## config.mk

```make
export PLATFORM = sky130hd
export DESIGN_NAME = simon_round_ctrl
export DESIGN_NICKNAME = d
export VERILOG_FILES = /design/src/rtl/simon_round_ctrl.sv
export SDC_FILE = /design/constraint.sdc
export NUM_CORES = 1
export LEC_CHECK = 0
export BUFFER_PORTS_ARGS = -buffer_cell sky130_fd_sc_hd__buf_2
export CAP_MARGIN = 20
export CORE_UTILIZATION = 55
export DETAILED_ROUTE_END_ITERATION = 10
export PLACE_DENSITY = 0.86
export SYNTH_ARGS = -nofsm -noshare
export SYNTH_HDL_FRONTEND = slang
export SYNTH_SLANG_ARGS = --single-unit
```

## constraint.sdc

```tcl
create_clock -name clk -period 3.74 [get_ports clk]
set_input_delay 0.561 -clock clk [delete_from_list [all_inputs] [get_ports clk]]
set_output_delay 0.561 -clock clk [all_outputs]
set_load 0.005 [all_outputs]
```

## src/rtl/simon_round_ctrl.sv

```systemverilog
// ---------------------------------------------------------------------------
// simon_round_ctrl
//
// Game-round controller for the note-memory game.
// - Builds an 8-note pattern from a seeded 16-bit Galois LFSR.
// - Plays a growing prefix of that pattern on the piezo/LED outputs, using
//   tone and gap timers.
// - Collects the player's key presses and checks them against the pattern.
// - Advances to the next round, or ends the game in WIN or LOSE.
//
// Ports
//   clk          system clock, all state updates on the rising edge
//   reset        asynchronous active-high reset, clears all state
//   start        begin a new game (accepted in IDLE, WIN and LOSE only)
//   seed[15:0]   LFSR seed, sampled when start is accepted (0 -> 16'hACE1)
//   key_valid    one-cycle strobe: the player pressed a key
//   key_code[3:0] pressed note, qualified by key_valid
//   piezo_out[3:0] note currently sounding (0 = silent)
//   led_out[3:0]   LED note display
//   pattern_out[31:0] generated pattern, nibble i = note i
//   round_len[3:0] notes in the current round (1..8, 0 before first GEN)
//   score[7:0]     completed rounds, saturating at 255
//   state_out[2:0] FSM state encoding
//   win / lose     high in WIN / LOSE respectively
// ---------------------------------------------------------------------------
module simon_round_ctrl #(
  parameter int NOTE_TICKS    = 4,
  parameter int GAP_TICKS     = 2,
  parameter int TIMEOUT_TICKS = 64
) (
  input  logic        clk,
  input  logic        reset,
  input  logic        start,
  input  logic [15:0] seed,
  input  logic        key_valid,
  input  logic [3:0]  key_code,
  output logic [3:0]  piezo_out,
  output logic [3:0]  led_out,
  output logic [31:0] pattern_out,
  output logic [3:0]  round_len,
  output logic [7:0]  score,
  output logic [2:0]  state_out,
  output logic        win,
  output logic        lose
);

  localparam int TICK_MAX = (NOTE_TICKS > GAP_TICKS) ? NOTE_TICKS : GAP_TICKS;
  localparam int TICK_W   = $clog2(TICK_MAX + 1);
  localparam int TO_W     = $clog2(TIMEOUT_TICKS + 1);

  localparam logic [TICK_W-1:0] NOTE_LAST = TICK_W'(NOTE_TICKS - 1);
  localparam logic [TICK_W-1:0] GAP_LAST  = TICK_W'(GAP_TICKS - 1);
  localparam logic [TO_W-1:0]   TO_LAST   = TO_W'(TIMEOUT_TICKS - 1);

  typedef enum logic [2:0] {
    IDLE   = 3'd0,
    GEN    = 3'd1,
    TONE   = 3'd2,
    GAP    = 3'd3,
    LISTEN = 3'd4,
    WIN    = 3'd5,
    LOSE   = 3'd6
  } state_t;

  state_t             state_q,   state_d;
  logic [15:0]        lfsr_q,    lfsr_d;
  logic [31:0]        pattern_q, pattern_d;
  logic [2:0]         genIdx_q,  genIdx_d;
  logic [3:0]         playIdx_q, playIdx_d;
  logic [2:0]         ansIdx_q,  ansIdx_d;
  logic [3:0]         roundLen_q, roundLen_d;
  logic [7:0]         score_q,   score_d;
  logic [TICK_W-1:0]  tick_q,    tick_d;
  logic [TO_W-1:0]    timeout_q, timeout_d;
  logic [3:0]         lastKey_q, lastKey_d;
  logic               leadIn_q,  leadIn_d;

  logic [15:0]        lfsrNext;
  logic [3:0]         playNote;
  logic [3:0]         expectNote;

  function automatic logic [3:0] noteAt(input logic [31:0] pat, input logic [2:0] idx);
    return pat[{idx, 2'b00} +: 4];
  endfunction

  // Right-shifting Galois LFSR, taps 16'hB400; the new value feeds the note.
  assign lfsrNext   = {1'b0, lfsr_q[15:1]} ^ (lfsr_q[0] ? 16'hB400 : 16'h0000);
  assign playNote   = noteAt(pattern_q, playIdx_q[2:0]);
  assign expectNote = noteAt(pattern_q, ansIdx_q);

  // State register and all datapath registers.
  always_ff @(posedge clk or posedge reset) begin
    if (reset) begin
      state_q    <= IDLE;
      lfsr_q     <= 16'h0000;
      pattern_q  <= 32'h0000_0000;
      genIdx_q   <= 3'd0;
      playIdx_q  <= 4'd0;
      ansIdx_q   <= 3'd0;
      roundLen_q <= 4'd0;
      score_q    <= 8'd0;
      tick_q     <= '0;
      timeout_q  <= '0;
      lastKey_q  <= 4'd0;
      leadIn_q   <= 1'b0;
    end else begin
      state_q    <= state_d;
      lfsr_q     <= lfsr_d;
      pattern_q  <= pattern_d;
      genIdx_q   <= genIdx_d;
      playIdx_q  <= playIdx_d;
      ansIdx_q   <= ansIdx_d;
      roundLen_q <= roundLen_d;
      score_q    <= score_d;
      tick_q     <= tick_d;
      timeout_q  <= timeout_d;
      lastKey_q  <= lastKey_d;
      leadIn_q   <= leadIn_d;
    end
  end

  // Next-state logic for the game sequencer. Every register holds its
  // value unless the current state explicitly updates it.
  always_comb begin
    state_d    = state_q;
    lfsr_d     = lfsr_q;
    pattern_d  = pattern_q;
    genIdx_d   = genIdx_q;
    playIdx_d  = playIdx_q;
    ansIdx_d   = ansIdx_q;
    roundLen_d = roundLen_q;
    score_d    = score_q;
    tick_d     = tick_q;
    timeout_d  = timeout_q;
    lastKey_d  = lastKey_q;
    leadIn_d   = leadIn_q;

    case (state_q)
      IDLE, WIN, LOSE: begin
        if (start) begin
          lfsr_d    = (seed == 16'h0000) ? 16'hACE1 : seed;
          score_d   = 8'd0;
          pattern_d = 32'h0000_0000;
          genIdx_d  = 3'd0;
          state_d   = GEN;
        end
      end

      GEN: begin
        lfsr_d = lfsrNext;
        pattern_d[{genIdx_q, 2'b00} +: 4] = {1'b0, lfsrNext[2:0]} + 4'd1;
        genIdx_d = genIdx_q + 3'd1;
        if (genIdx_q == 3'd7) begin
          roundLen_d = 4'd1;
          playIdx_d  = 4'd0;
          tick_d     = '0;
          leadIn_d   = 1'b0;
          state_d    = TONE;
        end
      end

      TONE: begin
        if (tick_q == NOTE_LAST) begin
          tick_d  = '0;
          state_d = GAP;
        end else begin
          tick_d = tick_q + TICK_W'(1);
        end
      end

      // The silent lead-in before a new round reuses GAP; when it ends the
      // playback starts from note 0 instead of advancing the index, so the
      // whole prefix is replayed.
      GAP: begin
        if (tick_q == GAP_LAST) begin
          tick_d = '0;
          if (leadIn_q) begin
            leadIn_d = 1'b0;
            state_d  = TONE;
          end else begin
            playIdx_d = playIdx_q + 4'd1;
            if ((playIdx_q + 4'd1) == roundLen_q) begin
              ansIdx_d  = 3'd0;
              timeout_d = '0;
              lastKey_d = 4'd0;
              state_d   = LISTEN;
            end else begin
              state_d = TONE;
            end
          end
        end else begin
          tick_d = tick_q + TICK_W'(1);
        end
      end

      // A key strobe always wins over an expiring timeout in the same cycle.
      LISTEN: begin
        if (key_valid) begin
          lastKey_d = key_code;
          if (key_code == expectNote) begin
            if ({1'b0, ansIdx_q} == (roundLen_q - 4'd1)) begin
              score_d = (score_q == 8'hFF) ? score_q : score_q + 8'd1;
              if (roundLen_q == 4'd8) begin
                state_d = WIN;
              end else begin
                roundLen_d = roundLen_q + 4'd1;
                playIdx_d  = 4'd0;
                tick_d     = '0;
                leadIn_d   = 1'b1;
                state_d    = GAP;
              end
            end else begin
              ansIdx_d  = ansIdx_q + 3'd1;
              timeout_d = '0;
            end
          end else begin
            state_d = LOSE;
          end
        end else if (timeout_q == TO_LAST) begin
          state_d = LOSE;
        end else begin
          timeout_d = timeout_q + TO_W'(1);
        end
      end

      default: begin
        state_d = IDLE;
      end
    endcase
  end

  // Outputs decode registered state only.
  always_comb begin
    piezo_out = 4'd0;
    led_out   = 4'd0;
    if (state_q == TONE) begin
      piezo_out = playNote;
      led_out   = playNote;
    end else if (state_q == LISTEN) begin
      led_out = lastKey_q;
    end
  end

  assign pattern_out = pattern_q;
  assign round_len   = roundLen_q;
  assign score       = score_q;
  assign state_out   = state_q;
  assign win         = (state_q == WIN);
  assign lose        = (state_q == LOSE);

endmodule

```

==> flow_results.org <==
** Status
- The run finished with clean final reports.

** Route
- Initial detailed-routing violation count :: 443
- In the routed design, unresolved DRC markers number 0.
- After detailed routing, the average wire length per cell comes to 19.1 um.
- After detailed routing, the total wire length is 13,900 um.
- Vias/cell :: 6.34
- The routed layout has 4,604 vias.
- Antenna Violating Nets Remaining :: 0
- Before antenna repair, the detailed router went through 7 iterations.

** Place
- IO buf count :: 80
- Routability-driven placement finished with a final weighted congestion of 0.926.
- The HPWL after detailed placement is 9910 um.
- Placed instance count :: 709

** Die
- Die width :: 99.1 um
- The initial utilization of the core area, before any placement, comes to 56.4%.
- During I/O placement, the number of pins put on the boundary was 81.
- After floorplanning, the core was divided into 35 placement rows.
- Core area :: 0.00920 sq mm
- In this run the vertical extent of the chip is 99.1 um.
- Die outline area :: 0.00982 sq mm

** Setup path
- The critical path is of the flop to flop type.
- For the worst setup path, the data required time is 3.98 ns.
- STA classifies the critical path endpoint as a flop.
- Internal reg-to-reg setup slack :: 0.91 ns
- In this run the worst setup path begins at ansIdx_q[1].
- Data on the critical path arrives at its endpoint at 3.07 ns.
- Capturing point of the worst reg2reg path :: playIdx_q[1]
- Maximum fanout encountered on the critical timing path :: 13
- The worst register-to-register path has a depth of 7.
- Setup crit end :: playIdx_q[1]
- In this run the critical register-to-register path is launched from ansIdx_q[1].
- The worst setup path is launched from a flop.

** Global route
- Entering global routing, the biggest net connects 51 pins.
- The number of global-route vias before repair is 4,535.
- Number of antenna violations at the first check in global routing :: 0
- For this run the aggregate overflow at the end of global routing stands at 0.
- Total routing usage reported by global routing :: 29.6%
- Global-route wire length before repair :: 22,500 um

** Final layout
- Post-Layout Cell Count :: 726
- Fraction of layout cells with a size suffix above 1 :: 21.5%
- From synthesis to final layout, the design area changed by 13.1%.
- Final nets :: 651
- Leaving out fill and tap cells, the most frequent cell in the layout is sky130_fd_sc_hd__dfrtp_1.
- Diode count :: 0
- At the end of the flow the core is filled with cells to 63.8%.
- Most frequent cells in the layout :: 88 x sky130_fd_sc_hd__dfrtp_1, 80 x sky130_fd_sc_hd__buf_2, 47 x sky130_fd_sc_hd__nand3_1

** Timing
- Max Clk Rate :: 353 MHz
- Setup repair after global routing left no endpoint under its margin.
- Final cycle utilization of the critical path :: 75.6%
- Period minus WS final :: 2.83 ns
- In this run the tightest slew margin relative to its limit is 41.4%.
- Summed over all failing endpoints, the final setup total negative slack is 0 ns.
- For the pin with the worst max-slew slack, the measured transition is 0.878 ns.
- Post-Route Skew :: 0.00918 ns
- Count of endpoints failing setup in the final report :: 0
- The hold violation total from the final report came to 0.
- The max-slew violation count came to 0.

** Synthesis
- Syn. warnings :: 0
- Flip-flop cell with the highest count after synthesis :: sky130_fd_sc_hd__dfrtp_1
- Each instance of the synthesized netlist takes up on average 9.61 sq um.
- Fraction of the yosys area taken by sequential cells :: 42.5%
- The cell count after synthesis came out at 540.
- Summed instance area of the synthesized netlist :: 0.00519 sq mm
- After synthesis the netlist holds a flip-flop and latch count of 88.
- The synthesized design contains 0 enable-type register cells.
- In this run, distinct cell masters in the synthesized netlist total 62.
- The number of nets handed over by synthesis was 581.
- Share of flip-flops with an asynchronous set or reset after synthesis :: 100%

** Hold path
- Hold/Removal Path Class :: input port to asynchronous set/reset pin

** CTS
- For this design, the CTS-stage hold fixing added 0 buffers.
- CTS placed an instance of sky130_fd_sc_hd__clkbuf_8 at the clock tree root.
- The number of gates resized after CTS was 0.
- The clock reaches the later pin of the worst-skew pair after 0.36 ns.
- In this run, CTS created clock tree buffers numbering 9.
- Buffers added to address setup during post-CTS repair amount to 0.
- Clk slew on worst S/H paths :: 0.10 ns
- CTS H-tree lvls :: 3
- TritonCTS built the clock tree.
- For this design, the sink count on the clock tree is 88.
- No sink is reached through more buffers than the 2 on the longest clock path.

** Pwr
- Overall power consumption after layout is estimated at 0.00429 W.
- Summed over all cells, the static leakage comes to 2.71 nW.
- Pwr Density :: 731 mW/mm^2
- Worst-case vdd ir drop :: 0.473 mV

** Flow run
- Max-capacitance violation count :: 0
-- report_power, final --
group	total [W]	internal (W)	switching [W]	leakage [nW]
Clock	0.000721	0.000337	0.000384	0.101
Sequential	0.00164	0.00125	0.000394	1.17
Combinational	0.00192	0.000793	0.00113	1.44
-- area by class of cell --
class | instances | area, sq um
clock inverter | 6 | 73.8
tap | 111 | 139
fill | 769 | 3330
inverter | 22 | 83.8
sequential | 88 | 2200
multi-input combinational | 401 | 2770
clock buffer | 10 | 138
timing repair buffer | 88 | 468
-- how the worst min path moves through the flow --
stage                from         end  cells past startpoint
2_1_floorplan  lfsr_q[15]  lfsr_q[14]                      2
3_3_place_gp    lfsr_q[5]   lfsr_q[4]                      2
3_5_place_dp    lfsr_q[7]   lfsr_q[6]                      2
4_1_cts             reset   tick_q[2]                      2
5_1_grt             reset   lfsr_q[4]                      2
6_report            reset  lfsr_q[12]                      2
-- state kept, by name, summed over array words and instances, names as in the netlist --
name         count
lfsr_q          16
score            8
round_len        4
leadIn_q         1
timeout_q        7
ansIdx_q         3
genIdx_q         3
playIdx_q        4
state_out        3
pattern_out     32
tick_q           3
lastKey_q        4
-- worst max-delay path: stages, from the launching register on --
cell	delay [ns]
sky130_fd_sc_hd__dfrtp_1	0.72
sky130_fd_sc_hd__mux2i_1	0.17
sky130_fd_sc_hd__mux4_1	0.53
sky130_fd_sc_hd__xor2_1	0.29
sky130_fd_sc_hd__nand4_1	0.37
sky130_fd_sc_hd__nor2_1	0.32
sky130_fd_sc_hd__o21ai_2	0.12
sky130_fd_sc_hd__o2bb2ai_1	0.17
-- metrics by stage --
stage	hold WS, ns	setup WS (ns)	area [sq um]
4_1_cts	0.366	0.931	5850
5_1_grt	0.420	0.721	5870
6_report	0.338	0.911	5870
2_1_floorplan	0.439	0.900	5190
3_3_place_gp	0.448	1.07	5640
3_5_place_dp	0.471	0.933	5640
-- logic make-up (layout without fill, tap and decap cells) --
| family | Yosys count | count (layout) | share of synthesized area [%] |
|---|---|---|---|
| AOI/OAI and AO/OA | 123 | 123 | 15.7 |
| xor gates and xnor gates | 22 | 22 | 4.44 |
| adders and majority gates | 17 | 17 | 4.10 |
| buffers and inverters | 51 | 126 | 4.34 |
| DFF | 88 | 88 | 42.5 |
| muxes | 34 | 34 | 9.55 |
| and+or+nand+nor | 205 | 205 | 19.5 |
-- layer usage --
layer  up-vias  routed length, um  global-route usage (%)
met5         -                  0                       0
met4         0                361                    11.3
met2       237               6750                    48.2
li1       2095                  -                       -
met1      2235               5730                    40.3
met3        37               1060                    4.92
-- cells in the mapped netlist (all sizes together), types with 7 or more instances --
cell	number	share of area, %
dfrtp	88	42
nand3	47	4.5
nand2	46	3.4
nor2	46	3.3
o21ai	46	4.6
inv	22	1.6
mux2i	21	4.1
clkbuf	18	1.3
ha	17	4.1
nor3	17	1.6
a21oi	16	1.6
mux4	12	5.3
xor2	12	2.5
buf	11	1.4
nand2b	9	1.1
o31ai	9	1.3
xnor2	9	1.5
and3	8	0.96
a22oi	7	1.0
No activity file was read; power rests on OpenSTA's default activity.
